### config.mk
export PLATFORM = sky130hd
export DESIGN_NAME = board_eval_flat
export DESIGN_NICKNAME = d
export VERILOG_FILES = /design/src/rtl/board_eval_if.sv /design/src/rtl/board_eval.sv /design/src/flat_wrapper.sv
export SDC_FILE = /design/constraint.sdc
export NUM_CORES = 1
export LEC_CHECK = 0
export BUFFER_PORTS_ARGS = -buffer_cell sky130_fd_sc_hd__buf_2
export CORE_ASPECT_RATIO = 1.25
export CORE_MARGIN = 4
export CORE_UTILIZATION = 40
export CTS_CLUSTER_DIAMETER = 50
export CTS_CLUSTER_SIZE = 16
export DETAILED_ROUTE_END_ITERATION = 12
export GPL_TIMING_DRIVEN = 0
export PLACE_DENSITY = 0.67
export SLEW_MARGIN = 20
export SYNTH_ARGS = -nofsm -noshare
export SYNTH_HDL_FRONTEND = slang
export SYNTH_SLANG_ARGS = --single-unit
### constraint.sdc
create_clock -name clk -period 9.73 [get_ports clk]
set_clock_uncertainty 0.05 [all_clocks]
set_input_delay 1.4595 -clock clk [delete_from_list [all_inputs] [get_ports clk]]
set_output_delay 1.4595 -clock clk [all_outputs]
set_load 0.02 [all_outputs]
### src/rtl/board_eval_if.sv
// Bus bundle for board_eval: the HPS-facing register port and the SDRAM-facing master port.
//   slave  modport : the accelerator side (serves slave_*, drives master_* requests)
//   master modport : the system side (HPS drives slave_* requests, SDRAM answers master_*)
// Signals:
//   slave_waitrequest/address/read/readdata/write/writedata : Avalon-MM register port
//   master_waitrequest/address/read/readdata/readdatavalid/write/writedata : Avalon-MM SDRAM port
interface board_eval_if;
   logic        slave_waitrequest;
   logic [3:0]  slave_address;
   logic        slave_read;
   logic [31:0] slave_readdata;
   logic        slave_write;
   logic [31:0] slave_writedata;

   logic        master_waitrequest;
   logic [31:0] master_address;
   logic        master_read;
   logic [31:0] master_readdata;
   logic        master_readdatavalid;
   logic        master_write;
   logic [31:0] master_writedata;

   modport slave (
      output slave_waitrequest, slave_readdata,
      input  slave_address, slave_read, slave_write, slave_writedata,
      input  master_waitrequest, master_readdata, master_readdatavalid,
      output master_address, master_read, master_write, master_writedata
   );

   modport master (
      input  slave_waitrequest, slave_readdata,
      output slave_address, slave_read, slave_write, slave_writedata,
      output master_waitrequest, master_readdata, master_readdatavalid,
      input  master_address, master_read, master_write, master_writedata
   );
endinterface

### src/rtl/board_eval.sv
// board_eval: reads N 64-square boards from SDRAM, computes a signed material score
// per board, writes each score back, and reports the best board index/score.
// Ports:
//   clk   : system clock
//   rst_n : synchronous active-low reset
//   bus   : board_eval_if.slave (register slave port + SDRAM master port)
// Registers: 0 start / best index (stalls while busy), 1 boards_base, 2 num_boards,
//   3 result_base, 4 best_score (RO), 5 best_index (RO), 6 side.
// Optional feature macro: BOARD_EVAL_SIDE_EN (reg 6 side select: 1 = minimum score).
module board_eval (
   input logic       clk,
   input logic       rst_n,
   board_eval_if.slave bus
);
   localparam int unsigned NUM_SQUARES = 64;
   localparam int unsigned MAX_BOARDS  = 255;
   localparam int unsigned SQ_W        = 6;
   localparam int unsigned BRD_W       = 8;
   localparam int unsigned DW          = 32;

   typedef enum logic [2:0] {
      IDLE     = 3'd0,
      INIT     = 3'd1,
      RD_REQ   = 3'd2,
      RD_WAIT  = 3'd3,
      WR_SCORE = 3'd4,
      NEXT     = 3'd5,
      DONE     = 3'd6
   } state_t;

   state_t state;
   state_t state_nxt;

   logic [DW-1:0]        boards_base;
   logic [DW-1:0]        result_base;
   logic [BRD_W-1:0]     num_boards;
   logic signed [DW-1:0] acc;
   logic [SQ_W-1:0]      sq_cnt;
   logic [BRD_W-1:0]     board_cnt;
   logic signed [DW-1:0] best_score;
   logic [DW-1:0]        best_index;
   logic                 side;

   logic                 m_read;
   logic                 m_write;
   logic [DW-1:0]        m_address;
   logic [DW-1:0]        m_writedata;
   logic [DW-1:0]        rdata;
   logic                 s_wait;

   logic                 cfg_we;
   logic                 start;
   logic                 last_sq;
   logic                 last_board;
   logic                 better;
   logic [7:0]           code;
   logic [DW-1:0]        rd_addr;
   logic [DW-1:0]        wr_addr;

   // Material value of one signed piece code; sign of the code gives the sign of the value.
   function automatic logic signed [31:0] piece_value(input logic [7:0] c);
      logic [7:0]         mag;
      logic signed [31:0] v;
      mag = c[7] ? 8'(8'd0 - c) : c;   // -128 maps to 128, which falls in the zero band
      if (mag >= 8'd1 && mag <= 8'd8)        v = 32'sd100;
      else if (mag >= 8'd9 && mag <= 8'd18)  v = 32'sd500;
      else if (mag >= 8'd19 && mag <= 8'd28) v = 32'sd320;
      else if (mag >= 8'd29 && mag <= 8'd38) v = 32'sd330;
      else if (mag >= 8'd39 && mag <= 8'd47) v = 32'sd900;
      else if (mag == 8'd48)                 v = 32'sd20000;
      else                                   v = 32'sd0;
      return c[7] ? -v : v;
   endfunction

   assign code       = bus.master_readdata[7:0];
   assign cfg_we     = bus.slave_write && (state == IDLE);   // config/start only accepted when idle
   assign start      = cfg_we && (bus.slave_address == 4'd0);
   assign last_sq    = (sq_cnt == SQ_W'(NUM_SQUARES - 1));
   assign last_board = ({1'b0, board_cnt} + 9'd1) == {1'b0, num_boards};
   assign better     = side ? (acc < best_score) : (acc > best_score);
   assign rd_addr    = boards_base + 32'({board_cnt, 8'h00}) + 32'({sq_cnt, 2'b00});
   assign wr_addr    = result_base + 32'({board_cnt, 2'b00});

   // State register
   always_ff @(posedge clk) begin
      if (!rst_n) state <= IDLE;
      else        state <= state_nxt;
   end

   // Next-state logic
   always_comb begin
      state_nxt = state;
      case (state)
         IDLE:     if (start) state_nxt = INIT;
         INIT:     state_nxt = (num_boards == '0) ? DONE : RD_REQ;
         RD_REQ:   if (!bus.master_waitrequest) state_nxt = RD_WAIT;
         RD_WAIT:  if (bus.master_readdatavalid) state_nxt = last_sq ? WR_SCORE : RD_REQ;
         WR_SCORE: if (!bus.master_waitrequest) state_nxt = NEXT;
         NEXT:     state_nxt = last_board ? DONE : RD_REQ;
         DONE:     state_nxt = IDLE;
         default:  state_nxt = IDLE;
      endcase
   end

   // Master port outputs decoded from state; address/data come from registers so they hold while stalled
   always_comb begin
      m_read      = 1'b0;
      m_write     = 1'b0;
      m_address   = '0;
      m_writedata = '0;
      case (state)
         RD_REQ: begin
            m_read    = 1'b1;
            m_address = rd_addr;
         end
         WR_SCORE: begin
            m_write     = 1'b1;
            m_address   = wr_addr;
            m_writedata = acc;
         end
         default: ;
      endcase
   end

   // Datapath and register file
   always_ff @(posedge clk) begin
      if (!rst_n) begin
         boards_base <= '0;
         result_base <= '0;
         num_boards  <= '0;
         acc         <= '0;
         sq_cnt      <= '0;
         board_cnt   <= '0;
         best_score  <= 32'sh8000_0000;
         best_index  <= 32'hFFFF_FFFF;
      end else begin
         if (cfg_we) begin
            case (bus.slave_address)
               4'd1: boards_base <= bus.slave_writedata;
               4'd2: num_boards  <= (bus.slave_writedata > 32'(MAX_BOARDS)) ?
                                    BRD_W'(MAX_BOARDS) : bus.slave_writedata[7:0];
               4'd3: result_base <= bus.slave_writedata;
               default: ;
            endcase
         end
         if (start) begin
            best_index <= 32'hFFFF_FFFF;
            best_score <= side ? 32'sh7FFF_FFFF : 32'sh8000_0000;
         end
         case (state)
            INIT: begin
               acc       <= '0;
               sq_cnt    <= '0;
               board_cnt <= '0;
            end
            RD_WAIT: begin
               if (bus.master_readdatavalid) begin
                  acc    <= acc + piece_value(code);
                  sq_cnt <= sq_cnt + SQ_W'(1);   // wraps to 0 after the last square
               end
            end
            WR_SCORE: begin
               // strict compare: ties keep the earlier board
               if (!bus.master_waitrequest && better) begin
                  best_score <= acc;
                  best_index <= 32'(board_cnt);
               end
            end
            NEXT: begin
               board_cnt <= board_cnt + BRD_W'(1);
               acc       <= '0;
            end
            default: ;
         endcase
      end
   end

`ifdef BOARD_EVAL_SIDE_EN
   // Side select register
   always_ff @(posedge clk) begin
      if (!rst_n)                                    side <= 1'b0;
      else if (cfg_we && bus.slave_address == 4'd6) side <= bus.slave_writedata[0];
   end
`else
   assign side = 1'b0;
`endif

   // Register read mux; reg 0 holds off via waitrequest until the run completes
   assign s_wait = bus.slave_read && (bus.slave_address == 4'd0) && (state != IDLE);

   always_comb begin
      rdata = '0;
      if (bus.slave_read && !s_wait) begin
         case (bus.slave_address)
            4'd0: rdata = best_index;
            4'd1: rdata = boards_base;
            4'd2: rdata = 32'(num_boards);
            4'd3: rdata = result_base;
            4'd4: rdata = best_score;
            4'd5: rdata = best_index;
            4'd6: rdata = 32'(side);
            default: rdata = '0;
         endcase
      end
   end

   assign bus.slave_waitrequest = s_wait;
   assign bus.slave_readdata    = rdata;
   assign bus.master_read       = m_read;
   assign bus.master_write      = m_write;
   assign bus.master_address    = m_address;
   assign bus.master_writedata  = m_writedata;
endmodule

### src/flat_wrapper.sv
// flat-port wrapper written by rule: the top's interface ports become plain ports
module board_eval_flat 
  (clk, rst_n, bus_slave_waitrequest, bus_slave_readdata, bus_slave_address, bus_slave_read, bus_slave_write, bus_slave_writedata, bus_master_waitrequest, bus_master_readdata, bus_master_readdatavalid, bus_master_address, bus_master_read, bus_master_write, bus_master_writedata);
  board_eval_if bus_i ();
  input logic clk;
  input logic rst_n;
  output wire logic [$bits(bus_i.slave_waitrequest)-1:0] bus_slave_waitrequest;
  output wire logic [$bits(bus_i.slave_readdata)-1:0] bus_slave_readdata;
  input wire logic [$bits(bus_i.slave_address)-1:0] bus_slave_address;
  input wire logic [$bits(bus_i.slave_read)-1:0] bus_slave_read;
  input wire logic [$bits(bus_i.slave_write)-1:0] bus_slave_write;
  input wire logic [$bits(bus_i.slave_writedata)-1:0] bus_slave_writedata;
  input wire logic [$bits(bus_i.master_waitrequest)-1:0] bus_master_waitrequest;
  input wire logic [$bits(bus_i.master_readdata)-1:0] bus_master_readdata;
  input wire logic [$bits(bus_i.master_readdatavalid)-1:0] bus_master_readdatavalid;
  output wire logic [$bits(bus_i.master_address)-1:0] bus_master_address;
  output wire logic [$bits(bus_i.master_read)-1:0] bus_master_read;
  output wire logic [$bits(bus_i.master_write)-1:0] bus_master_write;
  output wire logic [$bits(bus_i.master_writedata)-1:0] bus_master_writedata;
  assign bus_slave_waitrequest = bus_i.slave_waitrequest;
  assign bus_slave_readdata = bus_i.slave_readdata;
  assign bus_i.slave_address = bus_slave_address;
  assign bus_i.slave_read = bus_slave_read;
  assign bus_i.slave_write = bus_slave_write;
  assign bus_i.slave_writedata = bus_slave_writedata;
  assign bus_i.master_waitrequest = bus_master_waitrequest;
  assign bus_i.master_readdata = bus_master_readdata;
  assign bus_i.master_readdatavalid = bus_master_readdatavalid;
  assign bus_master_address = bus_i.master_address;
  assign bus_master_read = bus_i.master_read;
  assign bus_master_write = bus_i.master_write;
  assign bus_master_writedata = bus_i.master_writedata;
  board_eval u_core (.clk(clk), .rst_n(rst_n), .bus(bus_i));
endmodule
==> metrics.yaml <==
timing:
  worstMarginPinSlew_ns: 1.13
  finalSetupViolCount: 0
  period_needed_ns: 7.43
  fmax_mhz: 135
  post-route-period-util: 0.764
  slew_headroom: 0.241
  fin_tns_setup_ns: 0
  rsz0062_at_grt: "no"
  timing.final.ws_setup_ns: 2.30
  finalHoldViolCount: 0
  drv_slew: 0
yosys:
  synth-edff-count: 0
  ys_warn_count: 0
  yosysMostFrequentCell: "nand2_1"
  synth_area_leaders: "dfxtp_1 28%, ha_1 8.8%, nand2_1 7.8%, xnor2_1 4.1%, a21boi_0 3.9%"
  ys_async_sr_fraction: 0
  synth_common_cells: "272 x nand2_1, 184 x dfxtp_1, 102 x clkbuf_1"
  synth_top_area_share: 0.280
  yosysSeqAreaShare: 0.280
  synth.ff_latch_count: 184
  netlist_area_um2: 13100
  synth.distinct_cells: 76
  synth_flop_cell: "dfxtp_1"
  synth_top_cell_by_area: "dfxtp_1"
  syn_avg_cell_area_um2: 7.81
  synth_nets: 1853
  netlist_instances: 1684
cts:
  ctsHoldBuffers: 0
  clkLatencyLatePin_ns: 0.45
  cts_root_buf: "clkbuf_16"
  post_cts_resized: 0
  cts_setup_buffers: 0
  cts-buffers-inserted: 17
  clock_path_buffers: 2
  path_clk_slew_ns: 0.07
  cts_tree: "built"
  cts_sinks: 184
  htree_levels: 4
cells_and_area:
  fillers: 3166
  diodes: 0
  drive_gt1_frac: 0.116
  final_nets: 2017
  syn2layout_area_growth_pct: 13.8
route:
  wl_per_cell_um: 19.1
  firstDrtPassIters: 7
  num_vias: 13132
  drc: 0
  drt_iter0_markers: 1421
  detail-route-antenna-nets: 0
  routed_via_density: 5.78
  routed_wirelength_um: 43400
power:
  p_leak_nw: 5.80
  vdd_drop_max_mv: 0.128
  powerDensity_nw_per_um2: 113
floorplanning:
  coreArea_um2: 32200
  floorplan.die.width_um: 170
  io_pins: 173
  start_util: 0.409
  fp.dieH_um: 211
  dieArea_um2: 35800
  row_count: 73
setup_path:
  max_stage_delay_ns: 0.60
  r2r-start: "u_core.acc[1]"
  path_max_fanout: 11
  cp_top_family: "compound AO/OA/AOI/OAI gates"
  cp.arrival_ns: 7.74
  cp_num_buf_inv: 5
  cp-start-kind: "input pin"
  crit_chain: "buf_2, inv_1, ha_1, a21oi_1, xor2_1, nor3b_1, a31oi_4, clkbuf_1, ha_1, clkbuf_1, clkbuf_1, a41oi_1, ha_1, nand3_1, or3_1, nor3_1, nand4_1, a21oi_1, o2111ai_1, a211oi_1, o21bai_1, o31ai_1"
  ff2ff_setup_slack_ns: 6.18
  r2r_end: "u_core.acc[21]"
  critPathLaunch: "bus_master_readdata[0]"
  worstPathRequired_ns: 10.04
  end_kind: "flop"
  criticalPathCategory: "in -> reg"
  slowest_stage: "xor2_1"
  worst_r2r_path_depth: 11
grt:
  grt_pass1_vias: 12348
  grt_pass1_wl_um: 67000
  gr-usage-all-layers: 0.234
  grt.overflow.total: 0
  grt_max_degree: 19
  antenna_found_initial: 0
place:
  gp_congestion: 0.973
  hpwl_um: 35400
  pre_cts_slack_ns: 1.93
  port_buffers: 145
worst_hold_path:
  min_path_cells: 1
  hold_end: "u_core.best_index[20]"
  hp-start: "u_core.best_index[20]"
  min_path_type: "reg -> reg"
flow_run:
  maxCapViolations: 0
run_status:
  outcome: "completed"
==> stage by stage <==
stage          utilization  total power, mW  area [um2]  cells  hold WS (ns)
6_report             0.465             1.69       15000   2273         0.421
5_1_grt              0.465             1.74       15000   2273         0.433
4_1_cts              0.465             1.68       15000   2273         0.424
3_5_place_dp         0.448             1.02       14400   2241         0.407
3_3_place_gp         0.448             1.01       14400   2241         0.398
2_1_floorplan            -            0.941       13100   1684         0.391
==> power by group <==
part / total [mW] / internal (mW) / switching (mW)
clock network: 0.680 / 0.345 / 0.335
logic: 0.241 / 0.0847 / 0.156
registers: 0.764 / 0.757 / 0.00697
==> worst max path at each step <==
stage	end	cells past startpoint
6_report	u_core.acc[31]	22
4_1_cts	u_core.acc[31]	22
5_1_grt	u_core.acc[30]	24
2_1_floorplan	u_core.acc[17]	23
3_5_place_dp	u_core.acc[31]	22
3_3_place_gp	u_core.acc[31]	22
==> sequential cells by signal, indices dropped and copies added (netlist names) <==
register            cells
u_core.board_cnt        8
u_core.state            3
u_core.result_base     32
u_core.num_boards       8
u_core.best_score      32
u_core.sq_cnt           6
u_core.boards_base     32
u_core.acc             31
u_core.best_index      32
==> worst reg2reg max path: stages (launching register included) <==
cell and delay (ns):
dfxtp_1 0.36, ha_1 0.24, fa_1 0.41, a21o_1 0.21
a221oi_1 0.54, nand4_1 0.30, a31o_2 0.33, a21oi_2 0.25
o21ai_0 0.23, nor2_1 0.14, nor4b_1 0.07, o31a_1 0.32
==> cell usage in the layout (no fill, tap or decap), types with 62 or more instances in the layout <==
cell type,netlist,final
xnor2_1,62,62
clkbuf_1,102,102
nand3_1,80,80
a21boi_0,68,68
nand2_1,272,272
dfxtp_1,184,184
buf_2,6,151
a21oi_1,93,93
o21ai_0,70,70
nor2_1,62,62
inv_1,64,64
ha_1,92,92
==> metal layers <==
layer | track usage | up-vias | part of all wire | wire length, um
li1 | - | 6421 | - | -
met1 | 0.287 | 6175 | 0.41 | 17900
met2 | 0.422 | 458 | 0.50 | 21800
met3 | 0.0227 | 78 | 0.053 | 2300
met4 | 0.0846 | 0 | 0.033 | 1420
met5 | 0 | - | 0 | 0
==> cells by family (layout without fill, tap and decap cells) <==
group / after synthesis / count (layout) / share of synthesized area
flip-flops: 184 / 184 / 0.280
multiplexers: 39 / 39 / 0.0299
adder cells (fa/ha/maj): 95 / 95 / 0.0921
AND/OR/NAND/NOR: 620 / 620 / 0.228
other: 1 / 1 / 0.000285
XOR/XNOR: 105 / 105 / 0.0700
AO/OA/AOI/OAI: 464 / 464 / 0.247
buffers and inverters: 176 / 353 / 0.0517
==> cell type report <==
class                           instances  area, um2  area share
Multi-Input combinational cell       1324       8790       0.587
Sequential cell                       184       3680       0.246
Timing Repair Buffer                  145        726      0.0485
Tap cell                              412        515      0.0344
Clock buffer                           18        439      0.0293
Buffer                                112        439      0.0293
Inverter                               64        240      0.0161
Clock inverter                         14        131     0.00878
No activity file was read; power rests on OpenSTA's default activity.
